--- src/rtl/fifo_pkg.sv ---
// Shared FIFO sizing constants and the occupancy-step helper.
// The pointer stages reuse the same constants.
package fifo_pkg;
  localparam int ADDR_W       = 4;
  localparam int DEPTH        = 2 ** ADDR_W;
  localparam int CNT_W        = ADDR_W + 1;
  localparam int AF_LEVEL_DEF = 12;
  localparam int AE_LEVEL_DEF = 2;

  typedef logic [CNT_W-1:0] cnt_t;

  // Accepted requests move the count by one. Simultaneous accepts cancel out.
  function automatic cnt_t cnt_step(input cnt_t cnt, input logic wa, input logic ra);
    cnt_t res;
    case ({wa, ra})
      2'b10:   res = cnt + CNT_W'(1);
      2'b01:   res = cnt - CNT_W'(1);
      default: res = cnt;
    endcase
    return res;
  endfunction
endpackage

--- src/rtl/fifo_status_if.sv ---
// Request/status bundle between the FIFO control stages and fifo_status.
// The fifo_peak signal exists only when FIFO_STATUS_PEAK_EN is defined.
interface fifo_status_if;
  import fifo_pkg::*;

  logic wr_req;
  logic rd_req;
  logic err_clr;
  cnt_t fifo_count;
  logic fifo_empty;
  logic fifo_full;
  logic fifo_almost_empty;
  logic fifo_almost_full;
  logic fifo_overflow;
  logic fifo_underflow;
`ifdef FIFO_STATUS_PEAK_EN
  cnt_t fifo_peak;
`endif

  modport master (
    output wr_req, rd_req, err_clr,
    input  fifo_count, fifo_empty, fifo_full, fifo_almost_empty,
    input  fifo_almost_full, fifo_overflow, fifo_underflow
`ifdef FIFO_STATUS_PEAK_EN
    , input fifo_peak
`endif
  );

  modport slave (
    input  wr_req, rd_req, err_clr,
    output fifo_count, fifo_empty, fifo_full, fifo_almost_empty,
    output fifo_almost_full, fifo_overflow, fifo_underflow
`ifdef FIFO_STATUS_PEAK_EN
    , output fifo_peak
`endif
  );
endinterface

--- src/rtl/fifo_sticky_flag.sv ---
// Sticky error bit: set has priority over clear.
module fifo_sticky_flag (
  input  logic clk,
  input  logic rst_edge_n,
  input  logic set,
  input  logic clr,
  output logic flag
);
  logic flag_r;

  // Hold the flag until cleared; a same-cycle set keeps it high.
  always_ff @(posedge clk) begin
    if (!rst_edge_n) begin
      flag_r <= 1'b0;
    end else if (set) begin
      flag_r <= 1'b1;
    end else if (clr) begin
      flag_r <= 1'b0;
    end else begin
      flag_r <= flag_r;
    end
  end

  assign flag = flag_r;
endmodule

--- src/rtl/fifo_status.sv ---
// FIFO occupancy counter with registered level flags and sticky overflow/underflow.
// Optional peak-occupancy tracking is enabled with FIFO_STATUS_PEAK_EN.
module fifo_status
  import fifo_pkg::*;
#(
  parameter int AF_LEVEL = AF_LEVEL_DEF,
  parameter int AE_LEVEL = AE_LEVEL_DEF
) (
  input  logic         clk,
  input  logic         rst_edge_n,
  fifo_status_if.slave bus
);
  cnt_t cnt_r;
  cnt_t cnt_nxt_s;
  logic empty_r;
  logic full_r;
  logic aempty_r;
  logic afull_r;
  logic wa_s;
  logic ra_s;
  logic ovf_s;
  logic unf_s;

  // Gate requests with the registered flags so the count saturates at 0 and DEPTH.
  always_comb begin
    wa_s      = bus.wr_req & ~full_r;
    ra_s      = bus.rd_req & ~empty_r;
    cnt_nxt_s = cnt_step(cnt_r, wa_s, ra_s);
  end

  // Count and level flags update together from the next count.
  always_ff @(posedge clk) begin
    if (!rst_edge_n) begin
      cnt_r    <= {CNT_W{1'b0}};
      empty_r  <= 1'b1;
      full_r   <= 1'b0;
      aempty_r <= 1'b1;
      afull_r  <= 1'b0;
    end else begin
      cnt_r    <= cnt_nxt_s;
      empty_r  <= (cnt_nxt_s == CNT_W'(0));
      full_r   <= (cnt_nxt_s == CNT_W'(DEPTH));
      aempty_r <= (cnt_nxt_s <= CNT_W'(AE_LEVEL));
      afull_r  <= (cnt_nxt_s >= CNT_W'(AF_LEVEL));
    end
  end

  fifo_sticky_flag u_ovf (
    .clk        (clk),
    .rst_edge_n (rst_edge_n),
    .set        (bus.wr_req & full_r),
    .clr        (bus.err_clr),
    .flag       (ovf_s)
  );

  fifo_sticky_flag u_unf (
    .clk        (clk),
    .rst_edge_n (rst_edge_n),
    .set        (bus.rd_req & empty_r),
    .clr        (bus.err_clr),
    .flag       (unf_s)
  );

`ifdef FIFO_STATUS_PEAK_EN
  cnt_t peak_r;
  cnt_t peak_nxt_s;

  // Clearing restarts the peak from the occupancy being entered this cycle.
  always_comb begin
    peak_nxt_s = peak_r;
    if (bus.err_clr) begin
      peak_nxt_s = cnt_nxt_s;
    end else if (cnt_nxt_s > peak_r) begin
      peak_nxt_s = cnt_nxt_s;
    end else begin
      peak_nxt_s = peak_r;
    end
  end

  // Peak register.
  always_ff @(posedge clk) begin
    if (!rst_edge_n) begin
      peak_r <= {CNT_W{1'b0}};
    end else begin
      peak_r <= peak_nxt_s;
    end
  end

  assign bus.fifo_peak = peak_r;
`endif

  assign bus.fifo_count        = cnt_r;
  assign bus.fifo_empty        = empty_r;
  assign bus.fifo_full         = full_r;
  assign bus.fifo_almost_empty = aempty_r;
  assign bus.fifo_almost_full  = afull_r;
  assign bus.fifo_overflow     = ovf_s;
  assign bus.fifo_underflow    = unf_s;
endmodule

--- src/flat_wrapper.sv ---
// flat-port wrapper written by rule: the top's interface ports become plain ports
module fifo_status_flat import fifo_pkg::*;
#(
  parameter int AF_LEVEL = AF_LEVEL_DEF,
  parameter int AE_LEVEL = AE_LEVEL_DEF
)
  (clk, rst_edge_n, bus_wr_req, bus_rd_req, bus_err_clr, bus_fifo_count, bus_fifo_empty, bus_fifo_full, bus_fifo_almost_empty, bus_fifo_almost_full, bus_fifo_overflow, bus_fifo_underflow);
  fifo_status_if bus_i ();
  input  logic clk;
  input  logic rst_edge_n;
  input wire logic [$bits(bus_i.wr_req)-1:0] bus_wr_req;
  input wire logic [$bits(bus_i.rd_req)-1:0] bus_rd_req;
  input wire logic [$bits(bus_i.err_clr)-1:0] bus_err_clr;
  output wire logic [$bits(bus_i.fifo_count)-1:0] bus_fifo_count;
  output wire logic [$bits(bus_i.fifo_empty)-1:0] bus_fifo_empty;
  output wire logic [$bits(bus_i.fifo_full)-1:0] bus_fifo_full;
  output wire logic [$bits(bus_i.fifo_almost_empty)-1:0] bus_fifo_almost_empty;
  output wire logic [$bits(bus_i.fifo_almost_full)-1:0] bus_fifo_almost_full;
  output wire logic [$bits(bus_i.fifo_overflow)-1:0] bus_fifo_overflow;
  output wire logic [$bits(bus_i.fifo_underflow)-1:0] bus_fifo_underflow;
  assign bus_i.wr_req = bus_wr_req;
  assign bus_i.rd_req = bus_rd_req;
  assign bus_i.err_clr = bus_err_clr;
  assign bus_fifo_count = bus_i.fifo_count;
  assign bus_fifo_empty = bus_i.fifo_empty;
  assign bus_fifo_full = bus_i.fifo_full;
  assign bus_fifo_almost_empty = bus_i.fifo_almost_empty;
  assign bus_fifo_almost_full = bus_i.fifo_almost_full;
  assign bus_fifo_overflow = bus_i.fifo_overflow;
  assign bus_fifo_underflow = bus_i.fifo_underflow;
  fifo_status #(.AF_LEVEL(AF_LEVEL), .AE_LEVEL(AE_LEVEL)) u_core (.clk(clk), .rst_edge_n(rst_edge_n), .bus(bus_i));
endmodule
--- config.mk ---
export PLATFORM = sky130hd
export DESIGN_NAME = fifo_status_flat
export DESIGN_NICKNAME = d
export VERILOG_FILES = /design/src/rtl/fifo_pkg.sv /design/src/rtl/fifo_status_if.sv /design/src/rtl/fifo_sticky_flag.sv /design/src/rtl/fifo_status.sv /design/src/flat_wrapper.sv
export SDC_FILE = /design/constraint.sdc
export NUM_CORES = 1
export LEC_CHECK = 0
export BUFFER_PORTS_ARGS = -buffer_cell sky130_fd_sc_hd__buf_2
export CORE_UTILIZATION = 51
export DETAILED_ROUTE_END_ITERATION = 7
export GPL_TIMING_DRIVEN = 0
export PLACE_DENSITY = 0.75
export SLEW_MARGIN = 25
export SYNTH_ARGS = -nofsm -noshare
export SYNTH_HDL_FRONTEND = slang
export SYNTH_SLANG_ARGS = --single-unit
--- constraint.sdc ---
create_clock -name clk -period 2.79 [get_ports clk]
set_input_delay 0.558 -clock clk [delete_from_list [all_inputs] [get_ports clk]]
set_output_delay 0.558 -clock clk [all_outputs]
set_load 0.02 [all_outputs]
==> flow_metrics.py, run 1 <==
metrics = {
    "final_layout": {
        "n_antenna_cell": 0,
        "mostFrequentLayoutCells": "buf_2, dfxtp_1, nor2_1",
        "fin_area_um2": 835,
        "final_common_cell": "buf_2",
        "drive_gt1_share_pct": 34.0,
        "layout-area-overhead-vs-synth_pct": 16.8,
        "fill_cells": 116,
        "fin_nets": 103,
        "fin_cells": 109,
    },
    "route": {
        "vias": 594,
        "route.met2.wl_um": 614,
        "wl_met3_um": 45,
        "dr.pass1.iters": 4,
        "ant_nets": 0,
        "routed.top_layer": "met4",
        "drtIter0Drc": 12,
        "drc": 0,
        "wl_per_cell_um": 12.1,
        "drt-met1-wl_um": 624,
        "via_per_inst": 5.45,
        "wirelength_um": 1320,
    },
    "worst_setup_path": {
        "critPathMostFrequentCell": "ha_1",
        "worst_path_largest_cell_delay_ns": 0.27,
        "r2r-end": "u_core.bus.fifo_full",
        "rrSetupSlack_ns": 0.44,
        "cp_max_fo": 10,
        "reg2regPathDepth": 10,
        "critPathRequiredTime_ns": 2.97,
        "critPathSlowestCell": "or2_1",
        "critPathLaunchType": "primary input",
        "critPathKind": "primary input to register",
        "crit_buf_inv": 2,
        "reg2reg_from": "u_core.bus.fifo_full",
        "arrival_ns": 2.56,
        "critPathTopFamily": "simple AND/OR/NAND/NOR gates",
        "end_kind": "register",
        "timing.critical_path.cells": "buf_2 -> nor2b_1 -> ha_1 -> buf_4 -> xor2_1 -> ha_1 -> a21oi_2 -> mux2i_1 -> xnor2_1 -> or2_1 -> nor4b_2",
    },
    "logic_synthesis": {
        "yosys.area.top_type": "dfxtp_1",
        "synth_area_um2": 714,
        "muxShareOfSynthArea_pct": 2.98,
        "syn_nets": 83,
        "synth_seq_cells": 11,
        "yosysTopAreaCellShare_pct": 30.8,
        "seq_area_frac_synth_pct": 30.8,
        "synthAdderAreaFrac_pct": 5.25,
        "synth_area_per_cell_um2": 9.53,
        "synth_top_family_by_area": "simple AND/OR/NAND/NOR gates",
        "yosysUniqueCellTypes": 37,
        "yosys-top-cells-area": "dfxtp_1, ha_1, buf_6, nor4b_2, clkbuf_8",
        "yosysWarnings": 0,
        "synthCells": 75,
        "synthSimpleGateAreaFrac_pct": 23.8,
        "synth_xor_area_share_pct": 7.18,
        "synth_compound_area_share_pct": 18.2,
    },
    "timing": {
        "slew_headroom_pct": 77.8,
        "setup_viol": 0,
        "fmax_mhz": 421,
        "worstMarginPinSlew_ns": 0.332,
        "tns_ns": 0,
        "slew_violations": 0,
        "hold_viol_final": 0,
        "fin_skew_ns": 0.00515,
        "finalCritPeriodShare_pct": 85.2,
        "grt_setup_unrepaired": "false",
        "fin_crit_ns": 2.38,
    },
    "cts": {
        "path_clk_slew_ns": 0.06,
        "clkSinkCount": 11,
        "cts_hold_buf": 0,
        "postCtsResizedCells": 0,
        "htreeDepth": 1,
        "post_cts_buffers": 0,
        "cts_buffers": 3,
        "cts_tree": "built",
        "cts-root-buf": "clkbuf_4",
        "clockBufferDepth": 2,
        "clkLatencyLatePin_ns": 0.27,
    },
    "floorplan": {
        "start_util_pct": 54.9,
        "fp.coreArea_um2": 1300,
        "io_pins": 16,
        "die_x_um": 39.4,
        "die_h_um": 39.4,
        "dieArea_um2": 1550,
        "rows": 13,
    },
    "power_and_ir_drop": {
        "peakVddDrop_mv": 0.668,
        "clkPwrFrac_pct": 13.4,
        "powerDensity_nw_per_um2": 937,
        "power.total_w": 0.000782,
        "p_int_w": 0.000456,
        "switchingPower_w": 0.000326,
        "combinationalPowerShare_pct": 57.6,
        "p_seq_share_pct": 29.0,
        "swShare_pct": 41.6,
        "p_leak_nw": 0.395,
    },
    "worst_hold_path": {
        "hold_class": "register to register",
        "min_to": "u_core.u_ovf.flag",
        "whs_path_depth": 2,
        "min_from": "u_core.u_ovf.flag",
    },
    "grt": {
        "grt_pass1_vias": 480,
        "antenna_found_initial": 0,
        "grt_max_degree": 11,
        "grt_pass1_wl_um": 2120,
        "grt_usage_pct": 20.8,
        "grt-ovfl-total": 0,
    },
    "place": {
        "gp_congestion": 0.701,
        "dpl_cell_area_um2": 808,
        "dp_hpwl_um": 1000,
        "io_buffers": 15,
        "dp_cells": 105,
    },
    "outcome": {
        "run_status": "complete, no violations",
    },
    "flow_run": {
        "drv_cap": 0,
    },
}
==> cell type report <==
| type | count | area, um2 | area share, % |
|---|---|---|---|
| clock buffer | 4 | 26.3 | 3.15 |
| inverter | 4 | 15.0 | 1.80 |
| multi-input combinational | 54 | 410 | 49.2 |
| sequential | 11 | 220 | 26.4 |
| timing repair buffer | 15 | 75.1 | 9.00 |
| tap | 15 | 18.8 | 2.25 |
| buffer | 6 | 68.8 | 8.25 |
==> per-layer routing <==
metal  vias to the layer above  GRT usage [%]
met1                       276           27.0
met2                        15           31.6
met5                         -              0
met4                         0           12.9
li1                        298              -
met3                         5           3.41
==> worst reg2reg max path, stage by stage (launching register included) <==
cell      delay (ns)
dfxtp_1         0.32
nand2b_1        0.16
ha_1            0.22
buf_4           0.17
xor2_1          0.16
ha_1            0.23
a21oi_2         0.13
mux2i_1         0.24
xnor2_1         0.13
or2_1           0.27
nor4b_2         0.23
==> registers in the layout, summed over array words and instances, names as in the netlist <==
| register | cells |
|---|---|
| u_core.bus.fifo_almost_full | 1 |
| u_core.bus.fifo_empty | 1 |
| u_core.bus.fifo_count | 5 |
| u_core.bus.fifo_full | 1 |
| u_core.u_ovf.flag | 1 |
| u_core.u_unf.flag | 1 |
| u_core.bus.fifo_almost_empty | 1 |
==> kinds of logic (layout without fill, tap and decap cells) <==
family,Yosys count,after routing
simple gates,27,27
compound gates,17,17
flops,11,11
buf+inv,10,29
xor+xnor,5,5
fa+ha+maj,3,3
mux,2,2
==> through the flow <==
stage,hold WS (ns),worst slack [ns],util [%]
final,0.521,0.413,64.1
after global routing,0.519,0.237,64.1
after CTS,0.514,0.410,64.1
after detailed placement,0.520,0.135,62.1
after global placement,0.493,0.163,62.1
after floorplan,0.612,0.417,-
==> cells in the mapped netlist <==
master / count
mux2i_1: 1
a211oi_1: 1
a31oi_1: 2
dfxtp_1: 11
nor2b_1: 2
nor3_1: 1
xnor2_1: 2
a21oi_2: 2
nand3_1: 2
xor2_1: 2
o31ai_1: 1
or2_1: 1
nand2b_1: 3
o21ai_0: 1
ha_1: 3
nor3b_1: 1
a21boi_0: 1
or3_1: 1
nor2_1: 6
buf_6: 3
a21oi_1: 1
inv_1: 4
o21ai_1: 1
nand4b_1: 1
and2_1: 4
nor4b_2: 2
and3b_2: 1
a22o_1: 1
a22oi_1: 2
mux2_2: 1
o31ai_2: 1
clkbuf_8: 2
nand2_1: 2
o32ai_1: 1
a211o_1: 2
buf_4: 1
xor2_2: 1
==> worst max-delay path by stage <==
stage / startpoint / end / cells past startpoint
floorplan: bus_rd_req / u_core.bus.fifo_full / 10
global placement: bus_rd_req / u_core.bus.fifo_full / 11
detailed placement: bus_rd_req / u_core.bus.fifo_full / 11
CTS: bus_rd_req / u_core.bus.fifo_full / 11
global route: u_core.bus.fifo_full / u_core.bus.fifo_full / 10
finish: bus_rd_req / u_core.bus.fifo_full / 11
==> power by group through the flow <==
stage / Sequential (W) / Clock, W / Combinational, W
3_3_place_gp: 0.000228 / 0 / 0.000442
2_1_floorplan: 0.000277 / 0 / 0.000304
4_1_cts: 0.000226 / 0.000109 / 0.000455
6_report: 0.000226 / 0.000105 / 0.000451
5_1_grt: 0.000231 / 0.000116 / 0.000498
3_5_place_dp: 0.000230 / 0 / 0.000451
Power figures use the tool's default switching activity.
==> run 2: changes to the inputs <==
Settings changed: CORE_AREA set to 2 2 39 41, CORE_UTILIZATION 51 to unset, DIE_AREA set to 0 0 41 43, PLACE_DENSITY 0.75 to 0.71, SLEW_MARGIN 25 to 5, SYNTH_HIERARCHICAL set to 1.
==> run 2 against run 1 <==
  * Clock power barely moved
  * Total power fell by 30%
  * Wire length fell by 15%
  * Setup slack improved by 0.10 ns
  * Maximum frequency rose by 4.5%
  * Combinational power fell by 48%
  * Global-route usage fell by 4.7 points
  * Sequential share of layout area rose by 3.0 points
  * Hold slack improved by 0.016 ns
  * Sequential power fell by 7%
  * Critical endpoint is now u_core/bus.fifo_full
==> flow_metrics.py, run 2 <==
metrics = {
    "outcome": {
        "run_status": "complete, no violations",
    },
    "place": {
        "io_buffers": 15,
        "pre_cts_ws_ns": 0.248,
        "gp_congestion": 0.753,
        "dp_hpwl_um": 884,
        "dpl_cell_area_um2": 723,
    },
    "floorplan": {
        "dieArea_um2": 1760,
        "fp.coreArea_um2": 1380,
        "rows": 14,
        "die_h_um": 43,
        "io_pins": 16,
        "die_x_um": 41,
        "start_util_pct": 45.4,
    },
    "worst_setup_path": {
        "arrival_ns": 2.46,
        "reg2regPathDepth": 9,
        "critPathLaunchType": "primary input",
        "reg2reg_from": "u_core/bus.fifo_full",
        "end_kind": "register",
        "r2r-end": "u_core/bus.fifo_full",
        "cp_max_fo": 7,
        "rrSetupSlack_ns": 0.57,
        "critPathKind": "primary input to register",
        "critPathRequiredTime_ns": 2.98,
    },
    "route": {
        "dr.pass1.iters": 3,
        "via_per_inst": 4.94,
        "drc": 0,
        "drtIter0Drc": 4,
        "ant_nets": 0,
        "wirelength_um": 1120,
        "vias": 504,
        "wl_per_cell_um": 11.0,
    },
    "grt": {
        "grt_max_degree": 9,
        "grt_pass1_vias": 480,
        "grt_pass1_wl_um": 1930,
        "antenna_found_initial": 0,
        "grt-ovfl-total": 0,
        "grt_usage_pct": 16.2,
    },
    "cts": {
        "cts_buffers": 3,
        "cts_tree": "built",
        "cts-root-buf": "clkbuf_4",
        "htreeDepth": 1,
        "cts_hold_buf": 0,
        "postCtsResizedCells": 0,
        "clkSinkCount": 11,
        "path_clk_slew_ns": 0.07,
        "post_cts_buffers": 0,
        "clkLatencyLatePin_ns": 0.26,
        "clockBufferDepth": 2,
    },
    "logic_synthesis": {
        "yosysWarnings": 6,
        "ys_top_cells_by_count": "dfxtp_1, nand2b_1, inv_1, nor2_1",
        "synthCells": 67,
        "yosys_most_used_dff": "dfxtp_1",
        "synth-edff-count": 0,
        "seq_area_frac_synth_pct": 35.1,
        "synth.most_common_cell": "dfxtp_1",
        "synth_seq_cells": 11,
        "yosysTopAreaCellShare_pct": 35.1,
        "synth_area_per_cell_um2": 9.37,
        "syn_nets": 75,
        "yosys.area.top_type": "dfxtp_1",
        "synthArstFlopShare_pct": 0,
        "yosys-top-cells-area": "dfxtp_1, ha_1, nand2b_1, nor2b_4, buf_6",
        "yosysUniqueCellTypes": 32,
        "synth_area_um2": 628,
    },
    "flow_run": {
        "drv_cap": 0,
    },
    "final_layout": {
        "fin_area_um2": 749,
        "fill_cells": 135,
        "layout-area-overhead-vs-synth_pct": 19.3,
        "mostFrequentLayoutCells": "buf_2, dfxtp_1, nand2b_1",
        "drive_gt1_share_pct": 27.9,
        "fin_nets": 95,
        "n_antenna_cell": 0,
        "largest_reg_flops": 5,
        "final_common_cell": "buf_2",
    },
    "worst_hold_path": {
        "whs_path_depth": 2,
        "min_to": "u_core/bus.fifo_empty",
        "min_from": "rst_edge_n",
        "hold_class": "primary input to register",
    },
    "power_and_ir_drop": {
        "p_leak_nw": 0.360,
        "peakVddDrop_mv": 0.456,
        "power.total_w": 0.000547,
        "powerDensity_nw_per_um2": 730,
    },
    "timing": {
        "worst_slack_ns": 0.516,
        "grt_setup_unrepaired": "false",
        "fin_skew_ns": 0.00303,
        "tns_ns": 0,
        "finalCritPeriodShare_pct": 81.5,
        "setup_viol": 0,
        "hold_viol_final": 0,
        "slew_headroom_pct": 79.9,
        "fmax_mhz": 440,
        "slew_violations": 0,
        "worstMarginPinSlew_ns": 0.300,
        "fin_crit_ns": 2.27,
    },
}
-- run 2: cells by family (layout without fill, tap and decap cells) --
| family | after synthesis | count (layout) | share of synthesized area (%) |
|---|---|---|---|
| compound gates | 13 | 13 | 15.9 |
| xor+xnor | 4 | 4 | 5.58 |
| fa+ha+maj | 3 | 3 | 5.98 |
| buf+inv | 6 | 25 | 5.98 |
| flops | 11 | 11 | 35.1 |
| mux | 2 | 2 | 3.19 |
| simple gates | 28 | 28 | 28.3 |
-- run 2: worst max path at each step --
stage | cells after the start | startpoint | endpoint
detailed placement | 10 | bus_rd_req | u_core/bus.fifo_full
floorplan | 9 | bus_rd_req | u_core/bus.fifo_almost_empty
global route | 10 | bus_rd_req | u_core/bus.fifo_empty
global placement | 10 | bus_rd_req | u_core/bus.fifo_full
CTS | 10 | bus_rd_req | u_core/bus.fifo_full
finish | 10 | bus_rd_req | u_core/bus.fifo_full
-- run 2: report_power, final --
group,switching (W),total (W),internal [W]
registers,0.0000220,0.000210,0.000188
clock network,0.0000491,0.000104,0.0000553
logic,0.000134,0.000233,0.0000987
total,0.000205,0.000547,0.000342
-- run 2: cell type report --
type	instances	area (um2)	share of cell area, %
repair buffers	15	75.1	10.0
multi-input cells	50	370	49.4
clock buffers	4	26.3	3.51
plain buffers	2	22.5	3.01
flip-flops and latches	11	220	29.4
inverters	4	15.0	2.00
well taps	16	20.0	2.67
-- run 2: worst max-delay path, stage by stage --
cell     delay (ns)
buf_2          0.10
nor2b_1        0.14
ha_1           0.27
xor2_1         0.18
ha_1           0.21
nor3b_1        0.15
o32ai_2        0.28
xor2_1         0.21
nand2_1        0.14
nor3_2         0.20
-- run 2: metrics by stage --
| stage | util (%) | instances | hold slack, ns |
|---|---|---|---|
| 2_1_floorplan | - | 67 | 0.629 |
| 3_3_place_gp | 52.3 | 98 | 0.549 |
| 3_5_place_dp | 52.3 | 98 | 0.566 |
| 4_1_cts | 54.2 | 102 | 0.530 |
| 5_1_grt | 54.2 | 102 | 0.557 |
| 6_report | 54.2 | 102 | 0.536 |
-- run 2: routing by layer --
metal / GRT usage [%] / vias to the layer above / share of wire [%]
met2: 22.5 / 6 / 47
met1: 22.0 / 227 / 49
met3: 1.57 / 2 / 2.2
met5: 0 / - / 0
li1: - / 269 / -
met4: 12.0 / 0 / 1.1
==> run 3: changes to the inputs <==
Settings changed: ABC_AREA set to 1, CORE_AREA 2 2 39 41 to unset, CORE_UTILIZATION set to 47, DIE_AREA 0 0 41 43 to unset, PLACE_DENSITY 0.71 to 0.72.
Clock period 2.79 ns to 1.9 ns, I/O delays scaled along.
==> run 3 against run 2 <==
  * Critical endpoint is now u_core/bus.fifo_almost_empty
  * Clock power up 45%
  * Die area down 0.75%
  * Clock skew down 0.0027 ns
  * Largest cell class unchanged
  * Via count up 32%
  * Wire length up 28%
  * Critical path type is now register to register
  * Sequential share of layout area down 5.9 points
  * Total power up 140%
  * Utilization up 9.5 points
  * Final cell count up 37%
  * Synthesized cell count up 55%
  * Synthesized area up 19%
==> flow_metrics.py, run 3 <==
metrics = {
    "logic_synthesis": {
        "synthCells": 104,
        "ys_top_cells_by_count": "nand2_1, inv_1, dfxtp_1, nand2_2",
        "yosys.area.top_type": "dfxtp_1",
        "synth_area_per_cell_um2": 7.17,
        "yosysTopAreaCellShare_pct": 29.5,
        "synthArstFlopShare_pct": 0,
        "yosysWarnings": 6,
        "synth.most_common_cell": "nand2_1",
        "synth_area_um2": 746,
        "yosys_most_used_dff": "dfxtp_1",
        "yosys-top-cells-area": "dfxtp_1, nand2_1, inv_1, nand3_2, nand2_2",
        "synth_seq_cells": 11,
        "yosysUniqueCellTypes": 22,
        "synth-edff-count": 0,
        "seq_area_frac_synth_pct": 29.5,
        "syn_nets": 112,
    },
    "worst_setup_path": {
        "cp_max_fo": 3,
        "critPathLaunchType": "register",
        "critPathTopFamily": "simple AND/OR/NAND/NOR gates",
        "worst_path_largest_cell_delay_ns": 0.33,
        "end_kind": "register",
        "critPathSlowestCell": "dfxtp_2",
        "arrival_ns": 1.91,
        "critPathRequiredTime_ns": 2.05,
        "critPathKind": "register to register",
        "crit_buf_inv": 3,
        "critPathMostFrequentCell": "nand2_4",
        "timing.critical_path.cells": "inv_2 -> nand2_4 -> ha_4 -> nand2_4 -> inv_4 -> nor2_4 -> ha_4 -> inv_2 -> nand2_4 -> nand3_2 -> nand2_1 -> nand2_1 -> nand2_2 -> nand2_2 -> a21oi_2 -> nor2_1",
    },
    "cts": {
        "cts_tree": "built",
        "clockBufferDepth": 2,
        "path_clk_slew_ns": 0.06,
        "htreeDepth": 1,
        "cts-root-buf": "clkbuf_4",
        "cts_hold_buf": 0,
        "cts_buffers": 3,
        "clkLatencyLatePin_ns": 0.26,
        "clkSinkCount": 11,
    },
    "route": {
        "drtIter0Drc": 20,
        "ant_nets": 0,
        "drc": 0,
        "vias": 667,
        "via_per_inst": 4.76,
        "wirelength_um": 1440,
        "route.met2.wl_um": 710,
        "drt-met1-wl_um": 699,
        "wl_per_cell_um": 10.3,
        "wl_met3_um": 26,
        "dr.pass1.iters": 4,
        "routed.top_layer": "met3",
    },
    "timing": {
        "hold_slack_ns": 0.370,
        "grt_setup_unrepaired": "false",
        "setup_viol": 0,
        "slew_headroom_pct": 77.0,
        "fmax_mhz": 571,
        "finalCritPeriodShare_pct": 92.2,
        "worst_slack_ns": 0.148,
        "fin_crit_ns": 1.75,
        "fin_skew_ns": 0.000359,
        "slew_violations": 0,
        "hold_viol_final": 0,
        "worstMarginPinSlew_ns": 0.344,
    },
    "flow_run": {
        "drv_cap": 0,
    },
    "final_layout": {
        "mostFrequentLayoutCells": "nand2_1, buf_2, inv_1",
        "fin_nets": 133,
        "drive_gt1_share_pct": 47.6,
        "fin_area_um2": 948,
        "fill_cells": 130,
        "final_common_cell": "nand2_1",
        "largest_reg_flops": 5,
        "layout-area-overhead-vs-synth_pct": 27.2,
        "n_antenna_cell": 0,
        "utilization_pct": 63.7,
    },
    "grt": {
        "grt_pass1_wl_um": 2370,
        "grt_max_degree": 8,
        "grt-ovfl-total": 0,
        "antenna_found_initial": 0,
        "grt_usage_pct": 17.6,
        "grt_pass1_vias": 616,
    },
    "power_and_ir_drop": {
        "p_leak_nw": 0.496,
        "peakVddDrop_mv": 0.930,
        "powerDensity_nw_per_um2": 1370,
        "power.total_w": 0.00130,
    },
    "place": {
        "io_buffers": 15,
        "gp_congestion": 0.826,
        "dp_hpwl_um": 1060,
        "pre_cts_ws_ns": -0.230,
        "dpl_cell_area_um2": 843,
    },
    "floorplan": {
        "fp.coreArea_um2": 1490,
        "die_x_um": 41.8,
        "start_util_pct": 50.1,
        "io_pins": 16,
        "rows": 14,
        "die_h_um": 41.8,
        "dieArea_um2": 1750,
    },
    "worst_hold_path": {
        "hold_class": "primary input to register",
    },
    "outcome": {
        "run_status": "complete, no violations",
    },
}
-- run 3: cell count changes in the layout (fill, tap and decap cells not counted), sizes merged, moves of 3 or more --
cell / delta
nand2: +35
inv: +16
nand3: +9
nand2b: -6
nor2: +5
nor2b: -3
-- run 3: kinds of logic after synthesis --
group / share of synthesized area [%]
XOR/XNOR: 2.35
adder cells (fa/ha/maj): 5.03
flip-flops: 29.5
AND/OR/NAND/NOR: 41.8
AO/OA/AOI/OAI: 6.54
buffers and inverters: 13.4
multiplexers: 1.34
-- run 3: layout make-up --
cell class / count / area, um2 / area share, %
plain buffers: 1 / 11.3 / 1.19
clock buffers: 4 / 26.3 / 2.77
inverters: 20 / 80.1 / 8.44
multi-input cells: 71 / 498 / 52.5
flip-flops and latches: 11 / 223 / 23.5
well taps: 16 / 20.0 / 2.11
repair buffers: 17 / 90.1 / 9.50
-- run 3: worst reg2reg max path, delay by kind of cell (launching register included) --
kind	cells	cell delay [ns]
buf+inv	3	0.14
compound gates	1	0.16
fa+ha+maj	2	0.31
simple gates	10	0.73
flops	1	0.33
-- run 3: where the power goes --
group | switching, W | total [W] | internal, W
clock | 0.0000703 | 0.000151 | 0.0000811
combinational | 0.000453 | 0.000763 | 0.000311
sequential | 0.0000834 | 0.000386 | 0.000302
total | 0.000606 | 0.00130 | 0.000694
-- run 3: path summary, 6_finish.rpt --
kind	startpoint	to	slack (ns)	cells after the start
min	rst_edge_n	u_core/bus.fifo_empty	0.37	2
max reg2reg	u_core/bus.fifo_full	u_core/bus.fifo_almost_empty	0.15	16
max	u_core/bus.fifo_full	u_core/bus.fifo_almost_empty	0.15	16
min reg2reg	u_core/u_ovf/flag	u_core/u_ovf/flag	0.46	2
-- run 3: through the flow --
step	std cells	TNS, ns
after global routing	140	0
after detailed placement	135	-0.952
after global placement	135	-0.794
after CTS	141	0
final	140	0
after floorplan	104	0
-- run 3: repair_timing --
| item | in CTS | in global routing |
|---|---|---|
| pin swaps | 2 | 10 |
| setup buffers | 2 | 0 |
| resized for setup | 4 | 14 |
| setup endpoints to repair | 4 | 5 |
| gates cloned | 0 | 0 |
-- run 3: layer usage --
layer | track usage (%) | vias to the layer above
met5 | 0 | -
met4 | 7.74 | 0
met3 | 2.61 | 0
met2 | 30.3 | 6
met1 | 21.5 | 304
li1 | - | 357
